$ cat config.mk
export PLATFORM = sky130hd
export DESIGN_NAME = branch_redirect_ctrl_flat
export DESIGN_NICKNAME = d
export VERILOG_FILES = /design/src/rtl/branch_redirect_ctrl_if.sv /design/src/rtl/branch_redirect_ctrl.sv /design/src/flat_wrapper.sv
export SDC_FILE = /design/constraint.sdc
export NUM_CORES = 1
export LEC_CHECK = 0
export CORE_MARGIN = 2
export CORE_UTILIZATION = 51
export DETAILED_ROUTE_END_ITERATION = 12
export PLACE_DENSITY_LB_ADDON = 0.08
export SYNTH_ARGS = -nofsm -noshare
export SYNTH_HDL_FRONTEND = slang
export SYNTH_SLANG_ARGS = --single-unit
$ cat constraint.sdc
create_clock -name clk -period 5.5 [get_ports clk]
set_input_delay 1.1 -clock clk [delete_from_list [all_inputs] [get_ports clk]]
set_output_delay 1.1 -clock clk [all_outputs]
set_load 0.05 [all_outputs]
$ cat src/rtl/branch_redirect_ctrl_if.sv
// Resolution interface between the branch predictor and its redirect controller.
// master: the predictor/pipeline side. It drives the prediction, the misprediction
//         report and stall, and it consumes the PC update and the stage-register controls.
// slave : branch_redirect_ctrl. It consumes the predictor signals and drives the
//         PC update and the stage-register controls.
interface branch_redirect_ctrl_if;
  logic [31:0] pred_addr;
  logic        br_hazard;
  logic [31:0] recv_addr;
  logic        do_jump;
  logic        stall;
  logic [31:0] pc_next;
  logic        load_pc;
  logic        load_ifid;
  logic        load_idex;
  logic        ifid_rst;
  logic        idex_rst;
  logic        redirect_pending;

  modport master (
    output pred_addr, br_hazard, recv_addr, do_jump, stall,
    input  pc_next, load_pc, load_ifid, load_idex, ifid_rst, idex_rst,
           redirect_pending
  );

  modport slave (
    input  pred_addr, br_hazard, recv_addr, do_jump, stall,
    output pc_next, load_pc, load_ifid, load_idex, ifid_rst, idex_rst,
           redirect_pending
  );
endinterface

$ cat src/rtl/branch_redirect_ctrl.sv
// Branch redirect controller: the consumer end of the predictor's resolution path.
// It selects the next PC (the predicted target or the corrected target) and drives
// the IF/ID and ID/EX load and flush controls. A misprediction that arrives while
// the pipeline is stalled is held until the pipeline advances. The block also keeps
// saturating counters of resolved branches and of mispredictions.
// Ports:
//   clk, rst      : clock and synchronous active-high reset
//   bus (slave)   : pred_addr, br_hazard, recv_addr, do_jump and stall in;
//                   pc_next, load_pc, load_ifid, load_idex, ifid_rst, idex_rst
//                   and redirect_pending out
//   br_count      : resolved branches/jumps (saturating)
//   mispred_count : resolved mispredictions (saturating)
module branch_redirect_ctrl #(
  parameter logic [31:0] RESET_PC = 32'h0000_0060,
  parameter int unsigned CNT_W    = 32
) (
  input  logic                 clk,
  input  logic                 rst,
  branch_redirect_ctrl_if.slave bus,
  output logic [CNT_W-1:0]     br_count,
  output logic [CNT_W-1:0]     mispred_count
);

  typedef enum logic {RUN, HOLD} state_t;

  state_t      state, next_state;
  logic [31:0] saved_addr, next_saved;
  logic        advance;
  logic        mis_inc;
  logic        loads;
  logic        flush;

  // Every control output is combinational, so a redirect lands on the next edge.
  always_comb begin
    next_state   = state;
    next_saved   = saved_addr;
    bus.pc_next  = bus.pred_addr;
    loads        = 1'b0;
    flush        = 1'b0;
    advance      = 1'b0;
    mis_inc      = 1'b0;
    if (rst) begin
      bus.pc_next = RESET_PC;
      flush       = 1'b1;
      next_state  = RUN;
    end else begin
      unique case (state)
        RUN: begin
          if (!bus.stall) begin
            loads   = 1'b1;
            advance = 1'b1;
            if (bus.br_hazard) begin
              bus.pc_next = bus.recv_addr;
              flush       = 1'b1;
              mis_inc     = 1'b1;
            end
          end else if (bus.br_hazard) begin
            // The branch is still in EX, so a flush here would kill it.
            // Save the target and apply it once the pipeline moves again.
            next_saved = bus.recv_addr;
            next_state = HOLD;
          end
        end
        HOLD: begin
          // While the pipeline is held, the hazard inputs repeat the same branch,
          // so saved_addr is the value to use.
          if (!bus.stall) begin
            bus.pc_next = saved_addr;
            loads       = 1'b1;
            flush       = 1'b1;
            advance     = 1'b1;
            mis_inc     = 1'b1;
            next_state  = RUN;
          end
        end
        default: next_state = RUN;
      endcase
    end
  end

  assign bus.load_pc          = loads;
  assign bus.load_ifid        = loads;
  assign bus.load_idex        = loads;
  assign bus.ifid_rst         = flush;
  assign bus.idex_rst         = flush;
  assign bus.redirect_pending = (state == HOLD) && !rst;

  always_ff @(posedge clk) begin
    if (rst) begin
      state         <= RUN;
      saved_addr    <= '0;
      br_count      <= '0;
      mispred_count <= '0;
    end else begin
      state      <= next_state;
      saved_addr <= next_saved;
      // Only advancing cycles count, so each instruction is counted once.
      if (advance) begin
        if (bus.do_jump && (br_count != '1))
          br_count <= br_count + CNT_W'(1);
        if (mis_inc && (mispred_count != '1))
          mispred_count <= mispred_count + CNT_W'(1);
      end
    end
  end

endmodule

$ cat src/flat_wrapper.sv
// flat-port wrapper written by rule: the top's interface ports become plain ports
module branch_redirect_ctrl_flat 
#(
  parameter logic [31:0] RESET_PC = 32'h0000_0060,
  parameter int unsigned CNT_W    = 32
)
  (clk, rst, br_count, mispred_count, bus_pred_addr, bus_br_hazard, bus_recv_addr, bus_do_jump, bus_stall, bus_pc_next, bus_load_pc, bus_load_ifid, bus_load_idex, bus_ifid_rst, bus_idex_rst, bus_redirect_pending);
  branch_redirect_ctrl_if bus_i ();
  input  logic clk;
  input  logic rst;
  output logic [CNT_W-1:0] br_count;
  output logic [CNT_W-1:0] mispred_count;
  input wire logic [$bits(bus_i.pred_addr)-1:0] bus_pred_addr;
  input wire logic [$bits(bus_i.br_hazard)-1:0] bus_br_hazard;
  input wire logic [$bits(bus_i.recv_addr)-1:0] bus_recv_addr;
  input wire logic [$bits(bus_i.do_jump)-1:0] bus_do_jump;
  input wire logic [$bits(bus_i.stall)-1:0] bus_stall;
  output wire logic [$bits(bus_i.pc_next)-1:0] bus_pc_next;
  output wire logic [$bits(bus_i.load_pc)-1:0] bus_load_pc;
  output wire logic [$bits(bus_i.load_ifid)-1:0] bus_load_ifid;
  output wire logic [$bits(bus_i.load_idex)-1:0] bus_load_idex;
  output wire logic [$bits(bus_i.ifid_rst)-1:0] bus_ifid_rst;
  output wire logic [$bits(bus_i.idex_rst)-1:0] bus_idex_rst;
  output wire logic [$bits(bus_i.redirect_pending)-1:0] bus_redirect_pending;
  assign bus_i.pred_addr = bus_pred_addr;
  assign bus_i.br_hazard = bus_br_hazard;
  assign bus_i.recv_addr = bus_recv_addr;
  assign bus_i.do_jump = bus_do_jump;
  assign bus_i.stall = bus_stall;
  assign bus_pc_next = bus_i.pc_next;
  assign bus_load_pc = bus_i.load_pc;
  assign bus_load_ifid = bus_i.load_ifid;
  assign bus_load_idex = bus_i.load_idex;
  assign bus_ifid_rst = bus_i.ifid_rst;
  assign bus_idex_rst = bus_i.idex_rst;
  assign bus_redirect_pending = bus_i.redirect_pending;
  branch_redirect_ctrl #(.RESET_PC(RESET_PC), .CNT_W(CNT_W)) u_core (.clk(clk), .rst(rst), .bus(bus_i), .br_count(br_count), .mispred_count(mispred_count));
endmodule
==> results of run 1 <==
[critical path, cell delays in order]
cell	delay (ps)
clkdlybuf4s50_1	580
inv_1	130
buf_4	250
o31a_1	330
o221a_2	250
clkdlybuf4s50_1	690
[metal layers]
metal | GRT usage [%] | wire length, µm
met4 | 9.432 | 255
met5 | 0 | 0
met3 | 5.304 | 1223
met2 | 44.97 | 7529
met1 | 31.19 | 6696
[path summary, 6_finish.rpt]
| check | slack [ps] | endpoint | cells after the start | startpoint |
|---|---|---|---|---|
| hold / removal | 460 | u_core.saved_addr[11]$_SDFFE_PP0P_ | 2 | u_core.saved_addr[11]$_SDFFE_PP0P_ |
| setup / recovery | 1050 | bus_pc_next[17] | 6 | bus_br_hazard |
| hold reg to reg | 460 | u_core.saved_addr[11]$_SDFFE_PP0P_ | 2 | u_core.saved_addr[11]$_SDFFE_PP0P_ |
| setup reg to reg | 2860 | u_core.mispred_count[31]$_SDFFE_PP0P_ | 5 | u_core.mispred_count[5]$_SDFFE_PP0P_ |
[per-stage QoR]
stage / util [%] / instance area, µm²
CTS: 69.45 / 7430
finish: 69.45 / 7430
detailed placement: 67.63 / 7234
global placement: 67.63 / 7234
floorplan: - / 5543
global route: 69.45 / 7430
[cells by family after synthesis]
family	after synthesis
AOI/OAI and AO/OA	186
xor gates and xnor gates	10
buffers and inverters	64
DFF	97
muxes	17
adders and majority gates	2
and+or+nand+nor	307
[flip-flops by register name, summed over array words and instances (netlist names)]
register,flops
u_core.br_count,32
u_core.mispred_count,32
u_core.saved_addr,32
u_core.state,1
[power breakdown]
| group | internal [mW] | switching (mW) | leakage (nW) | total, mW |
|---|---|---|---|---|
| clock network | 0.222 | 0.249 | 0.103 | 0.471 |
| logic | 0.129 | 0.173 | 1.56 | 0.302 |
| registers | 0.715 | 0.00708 | 0.786 | 0.722 |
[cell usage in the layout, fill, tap and decap left out, types with 4 or more instances in the layout]
cell type,Yosys,routed
a21oi_1,63,63
clkdlybuf4s50_1,0,168
or4_1,7,7
and4_1,8,8
o211ai_1,4,4
nor2b_1,13,13
clkbuf_8,2,10
o221a_2,30,30
dfxtp_1,97,96
mux2_2,11,11
nor4_1,8,8
o31ai_1,5,5
buf_4,3,6
nor3_1,10,10
nand4_1,16,16
nand2_1,96,96
and3_1,10,10
or3_1,21,21
nand2b_1,30,30
nand3_1,21,21
inv_1,16,16
nor4_2,4,4
o21ai_0,29,29
mux2_1,4,4
xnor2_1,9,9
o31a_1,31,31
nor2_1,44,42
[area by class of cell]
cell class / instances / share of cell area, %
clock buffers: 11 / 1.903
clock inverters: 5 / 0.7241
inverters: 16 / 0.8084
multi-input cells: 522 / 44.75
well taps: 140 / 2.358
repair buffers: 175 / 23.31
flip-flops and latches: 97 / 26.15
==> results.md, run 1 <==
* Final Hold Viols at 0
* Port Buf Inserts at between 150 and 200
* Antenna diodes at 0
* RSZ-0062 raised after global routing: false
* Initial antenna violation count at 0
* Tot Pwr at 1.495 mW
* Syn nets at 754
* Flops & latches, synth at 97
* Worst slack, placed at 1059 ps
* Highest Clock Rate at between 0.2 and 0.25 GHz
* Post-synth ARST share at 0%
* CTS max path bufs at 2
* Starting Density at 51.81%
* EDFF count, synth at 0
* Cell Pwr Density at 201.3 mW/mm²
* Post-CTS Hold Buffers at 0
* Top-area cell type share of the netlist area at 35.03%
* Core Rows at 38
* XOR/XNOR Fraction of Synth Area at 1.580%
* Nets at 892
* Max-slew violations at 0
* Sink Count at 97
* Postcts setup bufs at 0
* Hold Crit Class: flop to flop
* Vias per inst at about 5.9
* Post-DRT Antenna Nets at 0
* Setup ws final at 1054 ps
* Req. time, crit path at approximately 4400 ps
* WS Path Type: primary input to primary output
* Placed cell count at 950
* Worst VDD drop at 0.1282 mV
* CP Launch Type: primary input
* Adder-cell share of the synthesized area at less than 1%
* CP arrival at 3350 ps
* Total track usage at 25.74%
* P_leak at 2.449 nW
* Initial DRC count at 327
* Number of global-route vias before repair at 5,176
* Syn avg cell area at 8.115 µm²
* Yosys top cell by area: dfxtp_1
* HPWL Detailed at 11,030 µm
* Cell Area, Synth at 0.005543 mm²
* Routability cong. at 0.8939
* Tcrit/Tclk final at between 80 and 90%
* Post-synthesis sequential area ratio at between 30% and 40%
* Main combinational cell family by area after synthesis: simple AND/OR/NAND/NOR gates
* CORE AREA at 0.01070 mm²
* Htree depth at 3
* Maxcap violations at 0
* FILL cells at 858
* Sequential cell area at 0.001943 mm²
* Simple-gate share of the synthesized area at between 20% and 30%
* Mux share of post-synthesis cell area at 3.409%
* Total gr overflow at 0
* Largest cells by area after synthesis: dfxtp_1 (35%), nand2_1 (6.5%), o221a_2 (6.1%)
* Count of cell types in the netlist at 62
* Post-Syn Instances at about 680
* Post_cts resized at 0
* WHS at 455.5 ps
* Total die area at 0.01172 mm²
* Outcome: complete, no violations
* Critical path peak fanout at 29
* Multi-input logic area at 0.003324 mm²
* Predominant post-synthesis flop cell: dfxtp_1
* Clock Tree Root: clkbuf_8
* Routed WL at approximately 16,000 µm
* Worst Tran Pin Value at 1234 ps
* Final Setup Violations at 0
* Worst Skew at 8.115 ps
* Final min period at 4446 ps
* Number of synthesis warnings at 0
* CP Capture Type: primary output
* Compound-Gate Fraction of Synth Area at 24.76%
* Later-pin clock latency in the skew report at 370 ps
* Drt first pass iters at 5
* Wire per inst at 16.26 µm
* CTS tree: built
* Most common cell in the synthesized netlist: dfxtp_1
* Layout area overhead at 34.04%
* Max-slew headroom at roughly 18%
* Post-route DRC violation count at 0
* Largest net degree at the start of global routing at 89
* Num ports at around 170
* Post-Route Setup TNS at 0 ps
* Share of layout cells above drive strength 1 at 10.77%
* Total CTS buffers at 9
* Synth top cells by count: dfxtp_1 (97), nand2_1 (96), a21oi_1 (63), nor2_1 (44), clkbuf_1 (37)
* Non-filler instance count after layout at around 970
* Die Ht at 108.3 µm
* Die width at 108.3 µm
* Global-route wire length before repair at 24,560 µm
* Routed via count at 5,674
* Clock transition at path regs at 90 ps
Power figures use the tool's default switching activity.
==> inputs of run 2 (changes only) <==
- CORE_UTILIZATION: 51 -> 48
- clock period: 5.5 -> 4.37 ns (I/O delays scaled with it)
==> results.md, run 2 (synthesis gave the netlist of run 1 again) <==
* Final Instance Area at 0.007916 mm² (+6.6%)
* Drt first pass iters at 5 (unchanged)
* Total CTS buffers at 9 (unchanged)
* Total die area at 0.01242 mm² (+6.0%)
* Die Ht at 111.5 µm (+3.0%)
* Commonest cells after routing, fill and taps aside: clkdlybuf4s50_1 (132), nand2_1 (96), dfxtp_1 (96)
* Antenna diodes at 0 (unchanged)
* Regs by FF count: u_core.br_count (32), u_core.mispred_count (32), u_core.saved_addr (32)
* Postcts setup bufs at 0 (unchanged)
* Starting Density at 48.96% (-2.9 points)
* Post-DRT Antenna Nets at 0 (unchanged)
* Worst VDD drop at 0.2027 mV (+58%)
* Tcrit/Tclk final at 91.70%
* Worst Skew at 4.637 ps (-3.478 ps)
* FILL cells at 952 (+11%)
* Wire per inst at 16.95 µm (+4.2%)
* Global-route wire length before repair at 26,370 µm (+7.4%)
* Sink Count at 97 (unchanged)
* Non-filler instance count after layout at 972 (+0.62%)
* Routed WL at 16,470 µm (+4.9%)
* Total gr overflow at 0 (unchanged)
* WS Path Type: primary input to primary output
* Final Setup Violations at 0 (unchanged)
* Nets at 896 (+0.45%)
* CTS max path bufs at 2 (unchanged)
* Post-route DRC violation count at 0 (unchanged)
* Outcome: complete, no violations
* CTS tree: built
* Hold Crit Class: flop to flop
* Final Hold Viols at 0 (unchanged)
* Placed Area at 0.007619 mm² (+5.3%)
* CP arrival at 3130 ps (-220 ps)
* Multi-input logic area at 0.003324 mm² (unchanged)
* Initial DRC count at 273 (-17%)
* Routed via count at 5,856 (+3.2%)
* Req. time, crit path at 3500 ps (-900 ps)
* P_leak at 2.688 nW (+9.8%)
* Max-slew violations at 0 (unchanged)
* Core Rows at 39 (+2.6%)
* Die width at 111.5 µm (+3.0%)
* Initial antenna violation count at 0 (unchanged)
* Routability cong. at 0.8480 (-5.1%)
* Post_cts resized at 0 (unchanged)
* CORE AREA at 0.01132 mm² (+5.8%)
* Tot Pwr at 2.164 mW (+45%)
* Number of global-route vias before repair at 5,369 (+3.7%)
* Max-slew headroom at 15.62% (-2.0 points)
* Clock Tree Root: clkbuf_16
* Commonest non-fill, non-tap cell in the layout: clkdlybuf4s50_1
* Highest Clock Rate at 0.2495 GHz
* Vias per inst at 6.025 (+2.6%)
* Post-Route Setup TNS at 0 ps (unchanged)
* CP Capture Type: primary output
* RSZ-0062 raised after global routing: false
* Critical path peak fanout at 30 (+3.4%)
* Clock transition at path regs at 60 ps (-30 ps)
* Maxcap violations at 0 (unchanged)
* CP Launch Type: primary input
* Layout area overhead at 42.82%
* Later-pin clock latency in the skew report at 350 ps (-20 ps)
* Total track usage at 25.53% (-0.21 points)
* Port Buf Inserts at 170 (unchanged)
* Htree depth at 3 (unchanged)
* Sequential cell area at 0.001943 mm² (unchanged)
* Largest net degree at the start of global routing at 53 (-40%)
* Cell Pwr Density at 273.3 mW/mm² (+36%)
* Share of layout cells above drive strength 1 at 15.32% (+4.5 points)
* Placed cell count at 957 (+0.74%)
* Num ports at 171 (unchanged)
* Worst Tran Pin Value at 1264 ps (+30.01 ps)
* HPWL Detailed at 11,820 µm (+7.1%)
* Post-CTS Hold Buffers at 0 (unchanged)
* Final min period at about 4000 ps
run 2: worst max-delay path: stages:
cell,delay (ps)
clkdlybuf4s50_1,610
nor2_1,110
nor2_2,970
o221a_2,420
buf_12,140
run 2: path summary, 6_finish.rpt:
path | depth (start not counted) | slack (ps) | end | start
setup / recovery | 5 | 360 | bus_pc_next[30] | bus_br_hazard
hold / removal | 2 | 450 | u_core.saved_addr[3]$_SDFFE_PP0P_ | u_core.saved_addr[3]$_SDFFE_PP0P_
setup reg to reg | 6 | 1600 | u_core.mispred_count[28]$_SDFFE_PP0P_ | u_core.state$_SDFF_PP0_
hold reg to reg | 2 | 450 | u_core.saved_addr[3]$_SDFFE_PP0P_ | u_core.saved_addr[3]$_SDFFE_PP0P_
run 2: cell type report:
class	count	area share (%)
Tap cell	143	2.260
Clock buffer	13	3.288
Multi-Input combinational cell	522	41.99
Timing Repair Buffer	179	26.68
Inverter	16	0.7587
Clock inverter	2	0.4742
Sequential cell	97	24.55
run 2: stage by stage:
step | worst slack, ps | utilization [%] | hold WS, ps
2_1_floorplan | 746.3 | - | 431.2
3_3_place_gp | 510.1 | 67.30 | 436.1
3_5_place_dp | 400.2 | 67.30 | 441.4
4_1_cts | 397.0 | 69.93 | 451.0
5_1_grt | 179.3 | 69.93 | 468.7
6_report | 362.7 | 69.93 | 447.3
run 2: per-layer routing:
metal	track usage, %	up-vias	routed length, µm
li1	-	2807	-
met1	31.53	2811	7148
met2	44.76	205	8137
met3	3.756	33	774
met4	10.29	0	412
met5	0	-	0
run 2: report_power, final:
| part | total [mW] | internal, mW | switching [mW] |
|---|---|---|---|
| Sequential | 0.912 | 0.900 | 0.0123 |
| Combinational | 0.449 | 0.216 | 0.233 |
| Clock | 0.803 | 0.472 | 0.330 |
| Total | 2.16 | 1.59 | 0.575 |
==> inputs of run 3 (changes only) <==
- ABC_CLOCK_PERIOD_IN_PS: not set -> 4370
- GPL_ROUTABILITY_DRIVEN: not set -> 0
- PLACE_DENSITY: not set -> 0.85
- PLACE_DENSITY_LB_ADDON: 0.08 -> not set
==> results.md, run 3 (synthesis gave the netlist of run 1 again) <==
* Layout area overhead at 43.30%
* Final Hold Viols at 0 (unchanged)
* Worst VDD drop at 0.1898 mV (-6.4%)
* Highest Clock Rate at 0.2616 GHz (+4.8%)
* P_leak at 2.697 nW (+0.32%)
* Sink Count at 97 (unchanged)
* HPWL Detailed at 11,780 µm (-0.31%)
* Htree depth at 3 (unchanged)
* Initial DRC count at 356 (+30%)
* Commonest non-fill, non-tap cell in the layout: clkdlybuf4s50_1
* Num ports at 171 (unchanged)
* Setup ws final at 547.2 ps (+184.5 ps)
* Routed WL at 16,620 µm (+0.87%)
* CP Capture Type: primary output
* Regs by FF count: u_core.br_count (32), u_core.mispred_count (32), u_core.saved_addr (32)
* Total die area at 0.01242 mm² (unchanged)
* Worst Tran Pin Value at 1083 ps (-181.6 ps)
* Total gr overflow at 0 (unchanged)
* Vias per inst at 5.964 (-1.0%)
* CORE AREA at 0.01132 mm² (unchanged)
* Comb pwr share at 20.2% (-0.5 points)
* Req. time, crit path at 3500 ps (about the same)
* Final min period at 3823 ps (-184.5 ps)
* CP startpoint: bus_br_hazard
* Critical path peak fanout at 33 (+10%)
* Cell Pwr Density at 280.9 mW/mm² (+2.8%)
* Hold Crit Class: flop to flop
* Maxcap violations at 0 (unchanged)
* RSZ-0062 raised after global routing: false
* FF-to-FF Start: u_core.state$_SDFF_PP0_
* Commonest cells after routing, fill and taps aside: clkdlybuf4s50_1 (132), nand2_1 (96), dfxtp_1 (96)
* Post-CTS Hold Buffers at 0 (unchanged)
* Worst slack, placed at 554.7 ps (+154.4 ps)
* Share of layout cells above drive strength 1 at 15.44% (+0.12 points)
* Final Core Density at 70.16% (+0.23 points)
* Final Setup Violations at 0 (unchanged)
* Postcts setup bufs at 0 (unchanged)
* Clock transition at path regs at 60 ps (about the same)
* Die width at 111.5 µm (unchanged)
* CTS tree: built
* Worst Skew at 6.971 ps (+2.334 ps)
* Number of global-route vias before repair at 5,459 (+1.7%)
* WS Path Type: primary input to primary output
* Sequential cell area at 0.001943 mm² (unchanged)
* Global-route wire length before repair at 27,310 µm (+3.6%)
* Post-Route Setup TNS at 0 ps (unchanged)
* FILL cells at 887 (-6.8%)
* Nets at 895 (-0.11%)
* Starting Density at 48.96% (unchanged)
* Max-slew violations at 0 (unchanged)
* Sw frac at 26.09% (-0.49 points)
* Post-DRT Antenna Nets at 0 (unchanged)
* CTS max path bufs at 2 (unchanged)
* CP arrival at 2950 ps (-180 ps)
* Hold path start: u_core.saved_addr[18]$_SDFFE_PP0P_
* Die Ht at 111.5 µm (unchanged)
* Multi-input logic area at 0.003324 mm² (unchanged)
* Switching pwr at 0.5821 mW (+1.2%)
* Clk network pwr share at 39.0% (+1.9 points)
* Total CTS buffers at 9 (unchanged)
* Largest net degree at the start of global routing at 75 (+42%)
* Tcrit/Tclk final at 87.48% (-4.2 points)
* Routed via count at 5,797 (-1.0%)
* Total track usage at 26.21% (+0.68 points)
* Wire per inst at 17.10 µm (+0.87%)
* Core Rows at 39 (unchanged)
* Post_cts resized at 0 (unchanged)
* Drt first pass iters at 5 (unchanged)
* Outcome: complete, no violations
* CP Launch Type: primary input
* P_int at 1.649 mW (+3.8%)
* Initial antenna violation count at 0 (unchanged)
* Antenna diodes at 0 (unchanged)
* Later-pin clock latency in the skew report at 340 ps (about the same)
* Max-slew headroom at 27.74% (+12 points)
* Port Buf Inserts at 170 (unchanged)
* Seq pwr share at 40.8% (-1.4 points)
* Clock Tree Root: clkbuf_16
* Post-route DRC violation count at 0 (unchanged)
-- run 3: cell count changes in the layout (fill, tap and decap cells not counted), sizes merged --
cell      previous run  this run
buf                 47        46
bufinv               1         2
clkbuf              13        12
clkinvlp             1         2
-- run 3: final cells by class --
cell class | instances | area share (%)
clock buffers | 12 | 3.229
clock inverters | 4 | 0.9452
inverters | 16 | 0.7561
multi-input cells | 522 | 41.86
flip-flops and latches | 97 | 24.46
well taps | 143 | 2.253
repair buffers | 178 | 26.50
-- run 3: power groups by stage --
stage,combinational [mW],sequential [mW],clock [mW]
3_3_place_gp,0.444,0.930,0
4_1_cts,0.451,0.911,0.882
6_report,0.450,0.911,0.869
2_1_floorplan,0.233,0.935,0
3_5_place_dp,0.449,0.931,0
5_1_grt,0.472,0.913,0.925
-- run 3: stage by stage --
stage | hold WS, ps | std cells | total power, mW | instance area, µm²
detailed placement | 443.5 | 956 | 1.380 | 7611
global route | 467.9 | 972 | 2.309 | 7943
floorplan | 431.2 | 683 | 1.168 | 5543
CTS | 451.9 | 972 | 2.243 | 7943
finish | 448.8 | 972 | 2.231 | 7943
global placement | 436.6 | 956 | 1.374 | 7611
-- run 3: worst paths after layout --
| path | to | cells past startpoint | slack (ps) |
|---|---|---|---|
| hold reg to reg | u_core.saved_addr[18]$_SDFFE_PP0P_ | 2 | 450 |
| setup / recovery | bus_pc_next[5] | 6 | 550 |
| setup reg to reg | u_core.mispred_count[28]$_SDFFE_PP0P_ | 5 | 1820 |
| hold / removal | u_core.saved_addr[18]$_SDFFE_PP0P_ | 2 | 450 |
-- run 3: metal layers --
metal / GRT usage (%) / wire, µm
met2: 45.65 / 8195
met4: 7.737 / 221
met1: 33.54 / 7214
met5: 0 / 0
met3: 4.300 / 985
-- run 3: worst max-delay path: stages --
cell and delay, ps:
clkdlybuf4s50_1 420, buf_4 160, inv_1 780, a21oi_1 130
o21ai_0 320, buf_4 270
